$ cat src/rtl/seg7_pkg.sv
// Shared definitions for the seven-segment display blocks: segment patterns,
// scanner FSM states and a width helper.
package seg7_pkg;

  // Segment patterns {g,f,e,d,c,b,a}, active-low (0 = segment lit).
  localparam logic [6:0] SEG_0   = 7'b1000000;
  localparam logic [6:0] SEG_1   = 7'b1111001;
  localparam logic [6:0] SEG_2   = 7'b0100100;
  localparam logic [6:0] SEG_3   = 7'b0110000;
  localparam logic [6:0] SEG_4   = 7'b0011001;
  localparam logic [6:0] SEG_5   = 7'b0010010;
  localparam logic [6:0] SEG_6   = 7'b0000010;
  localparam logic [6:0] SEG_7   = 7'b1111000;
  localparam logic [6:0] SEG_8   = 7'b0000000;
  localparam logic [6:0] SEG_9   = 7'b0010000;
  localparam logic [6:0] SEG_A   = 7'b0001000;
  localparam logic [6:0] SEG_B   = 7'b0000011;
  localparam logic [6:0] SEG_C   = 7'b1000110;
  localparam logic [6:0] SEG_D   = 7'b0100001;
  localparam logic [6:0] SEG_E   = 7'b0000110;
  localparam logic [6:0] SEG_F   = 7'b0001110;
  localparam logic [6:0] SEG_OFF = 7'b1111111;

  // Scanner FSM: BLANK keeps every anode off, DRIVE lights the current digit.
  typedef enum logic {
    ST_BLANK = 1'b0,
    ST_DRIVE = 1'b1
  } state_t;

  // Bits needed to count 0..value-1; never less than one bit.
  function automatic int clog2(input int value);
    int bits;
    bits = 0;
    while ((1 << bits) < value) begin
      bits = bits + 1;
    end
    if (bits < 1) begin
      bits = 1;
    end
    return bits;
  endfunction

endpackage

$ cat src/rtl/hex_to_7seg.sv
// Combinational hex-digit decoder: 4-bit value to active-low {g..a} pattern.
module hex_to_7seg
  import seg7_pkg::*;
(
  input  logic [3:0] value,
  output logic [6:0] pattern
);

  // Straight lookup of the sixteen glyphs.
  always_comb begin
    pattern = SEG_OFF;
    case (value)
      4'h0: pattern = SEG_0;
      4'h1: pattern = SEG_1;
      4'h2: pattern = SEG_2;
      4'h3: pattern = SEG_3;
      4'h4: pattern = SEG_4;
      4'h5: pattern = SEG_5;
      4'h6: pattern = SEG_6;
      4'h7: pattern = SEG_7;
      4'h8: pattern = SEG_8;
      4'h9: pattern = SEG_9;
      4'hA: pattern = SEG_A;
      4'hB: pattern = SEG_B;
      4'hC: pattern = SEG_C;
      4'hD: pattern = SEG_D;
      4'hE: pattern = SEG_E;
      4'hF: pattern = SEG_F;
      default: pattern = SEG_OFF;
    endcase
  end

endmodule

$ cat src/rtl/seven_segment_scanner.sv
// Time-multiplexed N-digit hex display driver for a shared segment bus.
// Each digit owns a slot of REFRESH_DIV clocks; the first BLANK_CYCLES of a
// slot keep all anodes off so the previous digit cannot ghost into the next.
// Inputs are captured once per frame (at the start of digit 0's slot) so a
// value changing mid-scan never shows a torn mixture of old and new digits.
module seven_segment_scanner
  import seg7_pkg::*;
#(
  parameter int N_DIGITS     = 4,
  parameter int REFRESH_DIV  = 200000,
  parameter int BLANK_CYCLES = 2000,
  parameter int ACTIVE_LOW   = 1
) (
  input  logic                  clk,
  input  logic                  rst,
  input  logic [4*N_DIGITS-1:0] digits,
  input  logic [N_DIGITS-1:0]   dp_in,
  input  logic [N_DIGITS-1:0]   digit_en,
  input  logic                  lz_suppress,
  output logic [6:0]            s_sgmt,
  output logic                  dp,
  output logic [N_DIGITS-1:0]   an
);

  localparam int PW = clog2(REFRESH_DIV);
  localparam int IW = clog2(N_DIGITS);

  localparam logic [PW-1:0] PRESC_LAST = PW'(REFRESH_DIV - 1);
  localparam logic [PW-1:0] BLANK_LAST = PW'((BLANK_CYCLES > 0) ? BLANK_CYCLES - 1 : 0);
  localparam logic [IW-1:0] IDX_LAST   = IW'(N_DIGITS - 1);
  localparam bit            HAS_BLANK  = (BLANK_CYCLES > 0);
  // Output polarity: 1 means a 0 on the pin turns the segment/anode on.
  localparam bit            POL        = (ACTIVE_LOW != 0);

  // Scan position and FSM.
  logic [PW-1:0] presc;
  logic [IW-1:0] idx;
  state_t        state;
  state_t        state_next;
  logic          slot_end;
  logic          frame_start;

  // Per-frame snapshot of the user inputs.
  logic [4*N_DIGITS-1:0] snap_digits;
  logic [N_DIGITS-1:0]   snap_dp;
  logic [N_DIGITS-1:0]   snap_en;
  logic                  snap_lz;

  // Snapshot as seen this cycle: on the capture cycle the incoming values are
  // used directly so digit 0 is correct even when there is no blanking window.
  logic [4*N_DIGITS-1:0] eff_digits;
  logic [N_DIGITS-1:0]   eff_dp;
  logic [N_DIGITS-1:0]   eff_en;
  logic                  eff_lz;

  logic [N_DIGITS-1:0]   suppress;
  logic                  zero_run;
  logic [3:0]            cur_value;
  logic [6:0]            cur_pattern;
  logic                  lit;

  // Next output values, already in active-low form before polarity is applied.
  logic [N_DIGITS-1:0]   an_lo;
  logic [6:0]            seg_lo;
  logic                  dp_lo;

  assign slot_end    = (presc == PRESC_LAST);
  assign frame_start = (presc == '0) && (idx == '0);

  // Prescaler: one count per clock, wrapping at the end of every slot.
  always_ff @(posedge clk or posedge rst) begin
    if (rst) begin
      presc <= '0;
    end else if (slot_end) begin
      presc <= '0;
    end else begin
      presc <= presc + 1'b1;
    end
  end

  // Digit index: advances once per slot, wrapping after the leftmost digit.
  always_ff @(posedge clk or posedge rst) begin
    if (rst) begin
      idx <= '0;
    end else if (slot_end) begin
      if (idx == IDX_LAST) begin
        idx <= '0;
      end else begin
        idx <= idx + 1'b1;
      end
    end
  end

  // Input snapshot: captured only at the start of a frame.
  always_ff @(posedge clk or posedge rst) begin
    if (rst) begin
      snap_digits <= '0;
      snap_dp     <= '0;
      snap_en     <= '0;
      snap_lz     <= 1'b0;
    end else if (frame_start) begin
      snap_digits <= digits;
      snap_dp     <= dp_in;
      snap_en     <= digit_en;
      snap_lz     <= lz_suppress;
    end
  end

  // FSM state register.
  always_ff @(posedge clk or posedge rst) begin
    if (rst) begin
      state <= ST_BLANK;
    end else begin
      state <= state_next;
    end
  end

  // FSM next state: blank for the first BLANK_CYCLES of a slot, then drive.
  always_comb begin
    state_next = state;
    case (state)
      ST_BLANK: begin
        if (!HAS_BLANK || (presc == BLANK_LAST)) begin
          state_next = ST_DRIVE;
        end
      end
      ST_DRIVE: begin
        if (HAS_BLANK && slot_end) begin
          state_next = ST_BLANK;
        end
      end
      default: state_next = ST_BLANK;
    endcase
  end

  // Effective snapshot with same-cycle bypass on the capture cycle.
  always_comb begin
    eff_digits = snap_digits;
    eff_dp     = snap_dp;
    eff_en     = snap_en;
    eff_lz     = snap_lz;
    if (frame_start) begin
      eff_digits = digits;
      eff_dp     = dp_in;
      eff_en     = digit_en;
      eff_lz     = lz_suppress;
    end
  end

  // Leading-zero suppression: walk down from the leftmost digit while every
  // digit seen so far is zero. Enables play no part; digit 0 always shows.
  always_comb begin
    suppress = '0;
    zero_run = 1'b1;
    for (int k = N_DIGITS - 1; k >= 1; k--) begin
      zero_run    = zero_run && (eff_digits[4*k +: 4] == 4'h0);
      suppress[k] = eff_lz && zero_run;
    end
  end

  hex_to_7seg u_decode (
    .value   (cur_value),
    .pattern (cur_pattern)
  );

  // Select the current digit and build the next pin values.
  always_comb begin
    cur_value   = eff_digits[{idx, 2'b00} +: 4];
    lit         = (state == ST_DRIVE) && eff_en[idx] && !suppress[idx];
    an_lo       = '1;
    seg_lo      = SEG_OFF;
    dp_lo       = 1'b1;
    if (lit) begin
      an_lo[idx] = 1'b0;
      seg_lo     = cur_pattern;
      dp_lo      = !eff_dp[idx];
    end
  end

  // Output registers with board polarity applied; reset forces everything off.
  always_ff @(posedge clk or posedge rst) begin
    if (rst) begin
      an     <= {N_DIGITS{POL}};
      s_sgmt <= {7{POL}};
      dp     <= POL;
    end else begin
      an     <= POL ? an_lo  : ~an_lo;
      s_sgmt <= POL ? seg_lo : ~seg_lo;
      dp     <= POL ? dp_lo  : ~dp_lo;
    end
  end

endmodule

$ cat config.mk
export PLATFORM = sky130hd
export DESIGN_NAME = seven_segment_scanner
export DESIGN_NICKNAME = d
export VERILOG_FILES = /design/src/rtl/seg7_pkg.sv /design/src/rtl/hex_to_7seg.sv /design/src/rtl/seven_segment_scanner.sv
export SDC_FILE = /design/constraint.sdc
export NUM_CORES = 1
export LEC_CHECK = 0
export CAP_MARGIN = 20
export CORE_MARGIN = 5
export CORE_UTILIZATION = 60
export CTS_BUF_LIST = sky130_fd_sc_hd__clkbuf_8
export DETAILED_ROUTE_END_ITERATION = 7
export GPL_TIMING_DRIVEN = 0
export PLACE_DENSITY = 0.95
export SYNTH_ARGS = -nofsm -noshare
export SYNTH_HDL_FRONTEND = slang
export SYNTH_SLANG_ARGS = --single-unit
export TNS_END_PERCENT = 10
$ cat constraint.sdc
create_clock -name clk -period 9.15 [get_ports clk]
set_input_delay 1.83 -clock clk [delete_from_list [all_inputs] [get_ports clk]]
set_output_delay 1.83 -clock clk [all_outputs]
set_load 0.01 [all_outputs]
==> results.toml, run 1 <==
[run_status]
status = "finished clean"

[place]
dpl_cell_area_sq_mm = 0.00354
dp_slack_ns = 4.97
post-dp-hpwl_microns = 4870
dp_cells = 398
place.gp.congestion = 0.870
port_buffers = 38

[sta]
whs_ns = 0.468
fmax_ghz = 0.236
slew_violations = 0
period_share_pct = 46.3
worst_pin_slew_ns = 0.753
rsz0062_at_grt = "no"
fin_ws_ns = 4.91
slew_headroom_pct = 49.4
hold_viol = 0
clock-skew-final_ns = 0.00717
finalSetupTns_ns = 0
finalSetupViolCount = 0
finalCriticalPeriod_ns = 4.24

[worst_setup_path]
reg2reg_to = "s_sgmt[0]"
crit_path_end = "s_sgmt[0]"
path_class = "reg -> reg"
cp-start-kind = "flip-flop"
cp.arrival_ns = 4.51
r2r_cells = 15
cp_max_fo = 10
startpoint = "idx[1]"
required_ns = 9.42
r2r-start = "idx[1]"
regToRegSetupSlack_ns = 4.91
endpoint_kind = "flip-flop"

[grt]
grt_pass1_wl_microns = 11500
antenna_found_initial = 0
grt_use_total_pct = 23.3
grt_overflow = 0
grt_pass1_vias = 2456
grt_start_max_net_pins = 41

[drt]
wl_microns = 6680
wl_per_cell_microns = 16.1
detail_route.drc_violations = 0
vias_per_cell = 5.58
drt-met1-wl_microns = 2790
wl_met2_microns = 3340
dr_wl_met3_microns = 395
drt_iter0_drc = 109
top_layer = "met4"
vias = 2312
first_pass_iters = 4
antenna_left = 0

[yosys]
ys_seq_elements = 58
synth_area_sq_mm = 0.00306
syn-num-nets = 328
synth-async-reset-ratio_pct = 100
synth_cells = 289
synth_edf_count = 0
ys_seq_area_share_pct = 48.0
yosys_warnings = 0
synth_cell_types = 46
synthFlopType = "dfrtp_1"
avgSynthCellArea_sq_um = 10.6

[clock_tree]
cts_made_buffers = 9
clkLatencyLatePin_ns = 0.34
cts.hold.buffers_added = 0
post_cts_buffers = 0
cts.reportedPaths.clkPinSlew_ns = 0.06
cts_resized = 0
h-tree-depth = 3
cts_tree = "done"
clkSinkCount = 58
cts_root_buffer = "clkbuf_8"
clk_path_buf_depth = 2

[final_layout]
stdcell_count = 414
fin_area_sq_mm = 0.00376
post-route-util_pct = 74.6
drive_gt1_share_pct = 18.9
antenna_cells = 0
area_growth_pct = 23.2
layout.nets = 378

[power_and_ir_drop]
totalPowerFinal_uw = 559
powerDensity_mw_per_mm2 = 149
ir_drop_mv = 0.147
p_leak_nw = 1.66

[hold_path]
hold_path_class = "reg -> reg"
min_from = "state"

[floorplan]
num_io_pins = 39
die_x_microns = 81.4
core-area_sq_mm = 0.00504
floorplan.initialDensity_pct = 60.6
die-height_microns = 81.4
rows = 26
die-area_sq_mm = 0.00662

[flow_run]
maxCapViolCount = 0
[per-layer routing]
layer | vias to the layer above | track usage, %
met5 | - | 0
met4 | 0 | 10.5
met3 | 18 | 6.10
met2 | 75 | 37.5
met1 | 1119 | 29.5
li1 | 1100 | -
[Yosys cell counts (7+ instances only)]
cell	number	area, sq um
inv_1	7	26.3
ha_1	12	150
mux4_2	7	158
o21ai_0	7	35.0
mux2i_1	9	90.1
nor2_1	14	52.6
dfrtp_1	46	1150
nand3_1	8	40.0
xnor2_1	9	78.8
dfstp_2	12	315
nor3_1	10	50.1
nand2_1	69	259
mux2_2	12	135
[power breakdown]
part | switching [mW] | total (mW) | leakage [nW] | internal [mW]
clock | 0.0997 | 0.250 | 0.115 | 0.150
sequential | 0.00328 | 0.266 | 0.697 | 0.262
combinational | 0.0212 | 0.0436 | 0.850 | 0.0224
total | 0.124 | 0.559 | 1.66 | 0.435
[cells in the final DEF (no fill, tap or decap), types with 2 or more instances in the layout]
| cell | count |
|---|---|
| mux2i_1 | 9 |
| buf_6 | 3 |
| dfstp_2 | 12 |
| nand2b_1 | 2 |
| a21oi_1 | 4 |
| inv_2 | 2 |
| xor2_1 | 5 |
| mux4_2 | 7 |
| mux2i_4 | 2 |
| clkbuf_8 | 16 |
| nand2_1 | 69 |
| o21ai_1 | 3 |
| nor3_1 | 10 |
| dfrtp_1 | 46 |
| nand4_1 | 3 |
| nand3_1 | 8 |
| mux2_2 | 12 |
| inv_1 | 6 |
| nor4_1 | 4 |
| nor2_1 | 14 |
| clkbuf_1 | 6 |
| nor2b_1 | 3 |
| o21ai_0 | 7 |
| o211ai_2 | 2 |
| ha_1 | 12 |
| buf_4 | 3 |
| and3_1 | 6 |
| clkdlybuf4s50_1 | 38 |
| nand4b_1 | 2 |
| xnor2_1 | 9 |
[cell families (layout without fill, tap and decap cells)]
family          count (synthesis)  after routing  share of synthesized area (%)
compound gates                 24             24                           5.45
xor+xnor                       14             14                           4.01
fa+ha+maj                      12             12                           4.91
buf+inv                        22             77                           3.85
flops                          58             58                           48.0
mux                            30             30                           14.0
simple gates                  129            129                           19.8
[cell type report]
type / instances / area [sq um]
Fill cell: 321 / 1280
Tap cell: 70 / 87.6
Sequential cell: 58 / 1470
Multi-Input combinational cell: 209 / 1470
Timing Repair Buffer: 39 / 400
Clock buffer: 16 / 220
Inverter: 9 / 33.8
Buffer: 13 / 83.8
[worst max-delay path, stage by stage, from the launching register on]
cell and delay (ns):
dfrtp_1 0.41, clkbuf_1 0.25, clkinv_1 0.25, ha_1 0.23
or4b_4 0.48, or4_4 0.49, buf_6 0.16, buf_4 0.19
mux4_2 0.47, mux2i_4 0.29, inv_1 0.12, ha_1 0.28
mux2i_1 0.20, a211oi_1 0.10, a21oi_1 0.16, o21ai_1 0.08
[how the worst min path moves through the flow]
stage | to | slack [ns] | cells after the start
CTS | state | 0.47 | 1
global placement | snap_dp[1] | 0.44 | 2
detailed placement | state | 0.46 | 1
floorplan | snap_dp[3] | 0.43 | 2
global route | state | 0.50 | 1
finish | state | 0.47 | 1
[registers in the layout, indices dropped and copies added (netlist names)]
register	flops
idx	2
snap_lz	1
presc	18
an	4
s_sgmt	7
snap_dp	4
snap_en	4
snap_digits	16
state	1
dp	1
No activity file was read; power rests on OpenSTA's default activity.
==> run 2: changes to the inputs <==
--- a/config.mk
+++ b/config.mk
@@ -7,11 +7,11 @@
 export LEC_CHECK = 0
 export CAP_MARGIN = 20
 export CORE_MARGIN = 5
-export CORE_UTILIZATION = 60
+export CORE_UTILIZATION = 57
 export CTS_BUF_LIST = sky130_fd_sc_hd__clkbuf_8
 export DETAILED_ROUTE_END_ITERATION = 7
 export GPL_TIMING_DRIVEN = 0
-export PLACE_DENSITY = 0.95
+export PLACE_DENSITY = 0.91
 export SYNTH_ARGS = -nofsm -noshare
 export SYNTH_HDL_FRONTEND = slang
 export SYNTH_SLANG_ARGS = --single-unit
==> constraint.sdc (replaced) <==
create_clock -name clk -period 4.3 [get_ports clk]
set_input_delay 0.86 -clock clk [delete_from_list [all_inputs] [get_ports clk]]
set_output_delay 0.86 -clock clk [all_outputs]
set_load 0.01 [all_outputs]
==> run 2 against run 1 <==
Design area shrank 0.20%; sequential cell count did not move; clock skew increased by 0.0031 ns; maximum frequency up 4.3%; sequential share of layout area increased by 0.11 points; via count down 0.48%; global-route usage decreased by 2.8 points; highest routed layer unchanged.
==> results.toml, run 2 (synthesis gave the netlist of run 1 again) <==
[drt]
wl_microns = 6650
vias = 2301
detail_route.drc_violations = 0
antenna_left = 0
wl_per_cell_microns = 16.1
drt_iter0_drc = 104
vias_per_cell = 5.56
first_pass_iters = 4

[clock_tree]
clkLatencyLatePin_ns = 0.34
cts.hold.buffers_added = 0
clk_path_buf_depth = 2
h-tree-depth = 3
cts.reportedPaths.clkPinSlew_ns = 0.07
clkSinkCount = 58
cts_tree = "done"
cts_root_buffer = "clkbuf_8"
cts_made_buffers = 9

[place]
dpl_cell_area_sq_mm = 0.00354
post-dp-hpwl_microns = 4780
port_buffers = 38
dp_slack_ns = 0.0700
place.gp.congestion = 0.917

[grt]
grt_use_total_pct = 20.5
grt_start_max_net_pins = 44
grt_overflow = 0
grt_pass1_vias = 2333
grt_pass1_wl_microns = 11300
antenna_found_initial = 0

[floorplan]
rows = 26
die-area_sq_mm = 0.00692
num_io_pins = 39
die_x_microns = 83.2
die-height_microns = 83.2
floorplan.initialDensity_pct = 59.1
core-area_sq_mm = 0.00517

[sta]
finalCriticalPeriod_ns = 4.07
clock-skew-final_ns = 0.0103
fin_ws_ns = 0.234
hold_viol = 0
finalSetupViolCount = 0
rsz0062_at_grt = "no"
slew_headroom_pct = 50.9
slew_violations = 0
period_share_pct = 94.6
fmax_ghz = 0.246
worst_pin_slew_ns = 0.730
finalSetupTns_ns = 0

[worst_setup_path]
r2r-start = "idx[1]"
regToRegSetupSlack_ns = 0.23
cp_max_fo = 10
endpoint_kind = "flip-flop"
reg2reg_to = "s_sgmt[0]"
cp-start-kind = "flip-flop"
required_ns = 4.56
path_class = "reg -> reg"
cp.arrival_ns = 4.33
r2r_cells = 14

[final_layout]
regMostFlops = "presc"
area_growth_pct = 22.9
reg.largest.list = "presc (18), snap_digits (16), s_sgmt (7)"
largest_reg_flops = 18
layout_common_cells = "nand2_1 (69), dfrtp_1 (45), clkdlybuf4s50_1 (38), nor2_1 (14)"
layout_commonest_cell = "nand2_1"
antenna_cells = 0
layout.nets = 378
drive_gt1_share_pct = 19.2
fin_area_sq_mm = 0.00376
fill_cells = 348

[power_and_ir_drop]
totalPowerFinal_mw = 1.16
powerDensity_mw_per_mm2 = 308
p_leak_nw = 1.67
ir_drop_mv = 0.371

[run_status]
status = "finished clean"

[hold_path]
min_from = "snap_dp[2]"
holdPathEnd = "snap_dp[2]"
hold_depth = 2
hold_path_class = "reg -> reg"

[flow_run]
maxCapViolCount = 0
run 2: changes by cell type in the layout (fill, tap and decap cells not counted), moves of 2 or more:
cell,delta
buf_4,+2
clkbuf_1,-2
clkbuf_8,-5
inv_1,+3
run 2: worst max-delay path: stages, from the launching register on:
cell and delay [ns]:
dfrtp_1 0.54, clkinvlp_4 0.19, ha_1 0.20, or4b_4 0.49, or4_4 0.49, buf_6 0.16
buf_4 0.19, mux4_2 0.46, mux2i_4 0.30, inv_1 0.12, ha_1 0.28, nor3_1 0.23
a211oi_1 0.07, a21oi_1 0.18, o21ai_1 0.08
run 2: power by group:
group | switching, mW | internal (mW)
sequential | 0.00705 | 0.558
combinational | 0.0443 | 0.0475
clock | 0.207 | 0.292
run 2: repair_timing:
item                       CTS  global route
setup endpoints to repair    0             5
buffers inserted             0             2
resized for setup            0             3
run 2: worst max-delay path by stage:
stage / start / end / slack (ns) / depth (start not counted)
floorplan: idx[1] / s_sgmt[0] / 0.59 / 15
global placement: idx[0] / s_sgmt[0] / 0.18 / 15
detailed placement: idx[0] / s_sgmt[0] / 0.07 / 15
CTS: idx[0] / s_sgmt[0] / 0.05 / 15
global route: idx[1] / s_sgmt[0] / 0.03 / 14
finish: idx[1] / s_sgmt[0] / 0.23 / 14
run 2: per-stage QoR:
step	hold slack (ns)	utilization (%)	instances
global placement	0.445	68.1	397
floorplan	0.429	-	289
CTS	0.474	72.3	414
global route	0.509	72.6	414
detailed placement	0.459	68.5	398
finish	0.473	72.6	414
run 2: per-layer routing:
metal | up-vias | track usage, % | share of wire (%)
met5 | - | 0 | 0
met4 | 0 | 8.32 | 1.6
met3 | 8 | 5.54 | 5.2
met2 | 69 | 33.6 | 51
met1 | 1127 | 25.8 | 43
li1 | 1097 | - | -
run 2: cell type report:
cell class	instances	area (sq um)	share of cell area, %
clock inverter	5	46.3	1.23
clock buffer	11	151	4.03
sequential	58	1470	39.1
inverter	9	40.0	1.07
multi-input combinational	209	1470	39.2
timing repair buffer	41	415	11.1
buffer	11	76.3	2.03
tap	70	87.6	2.33
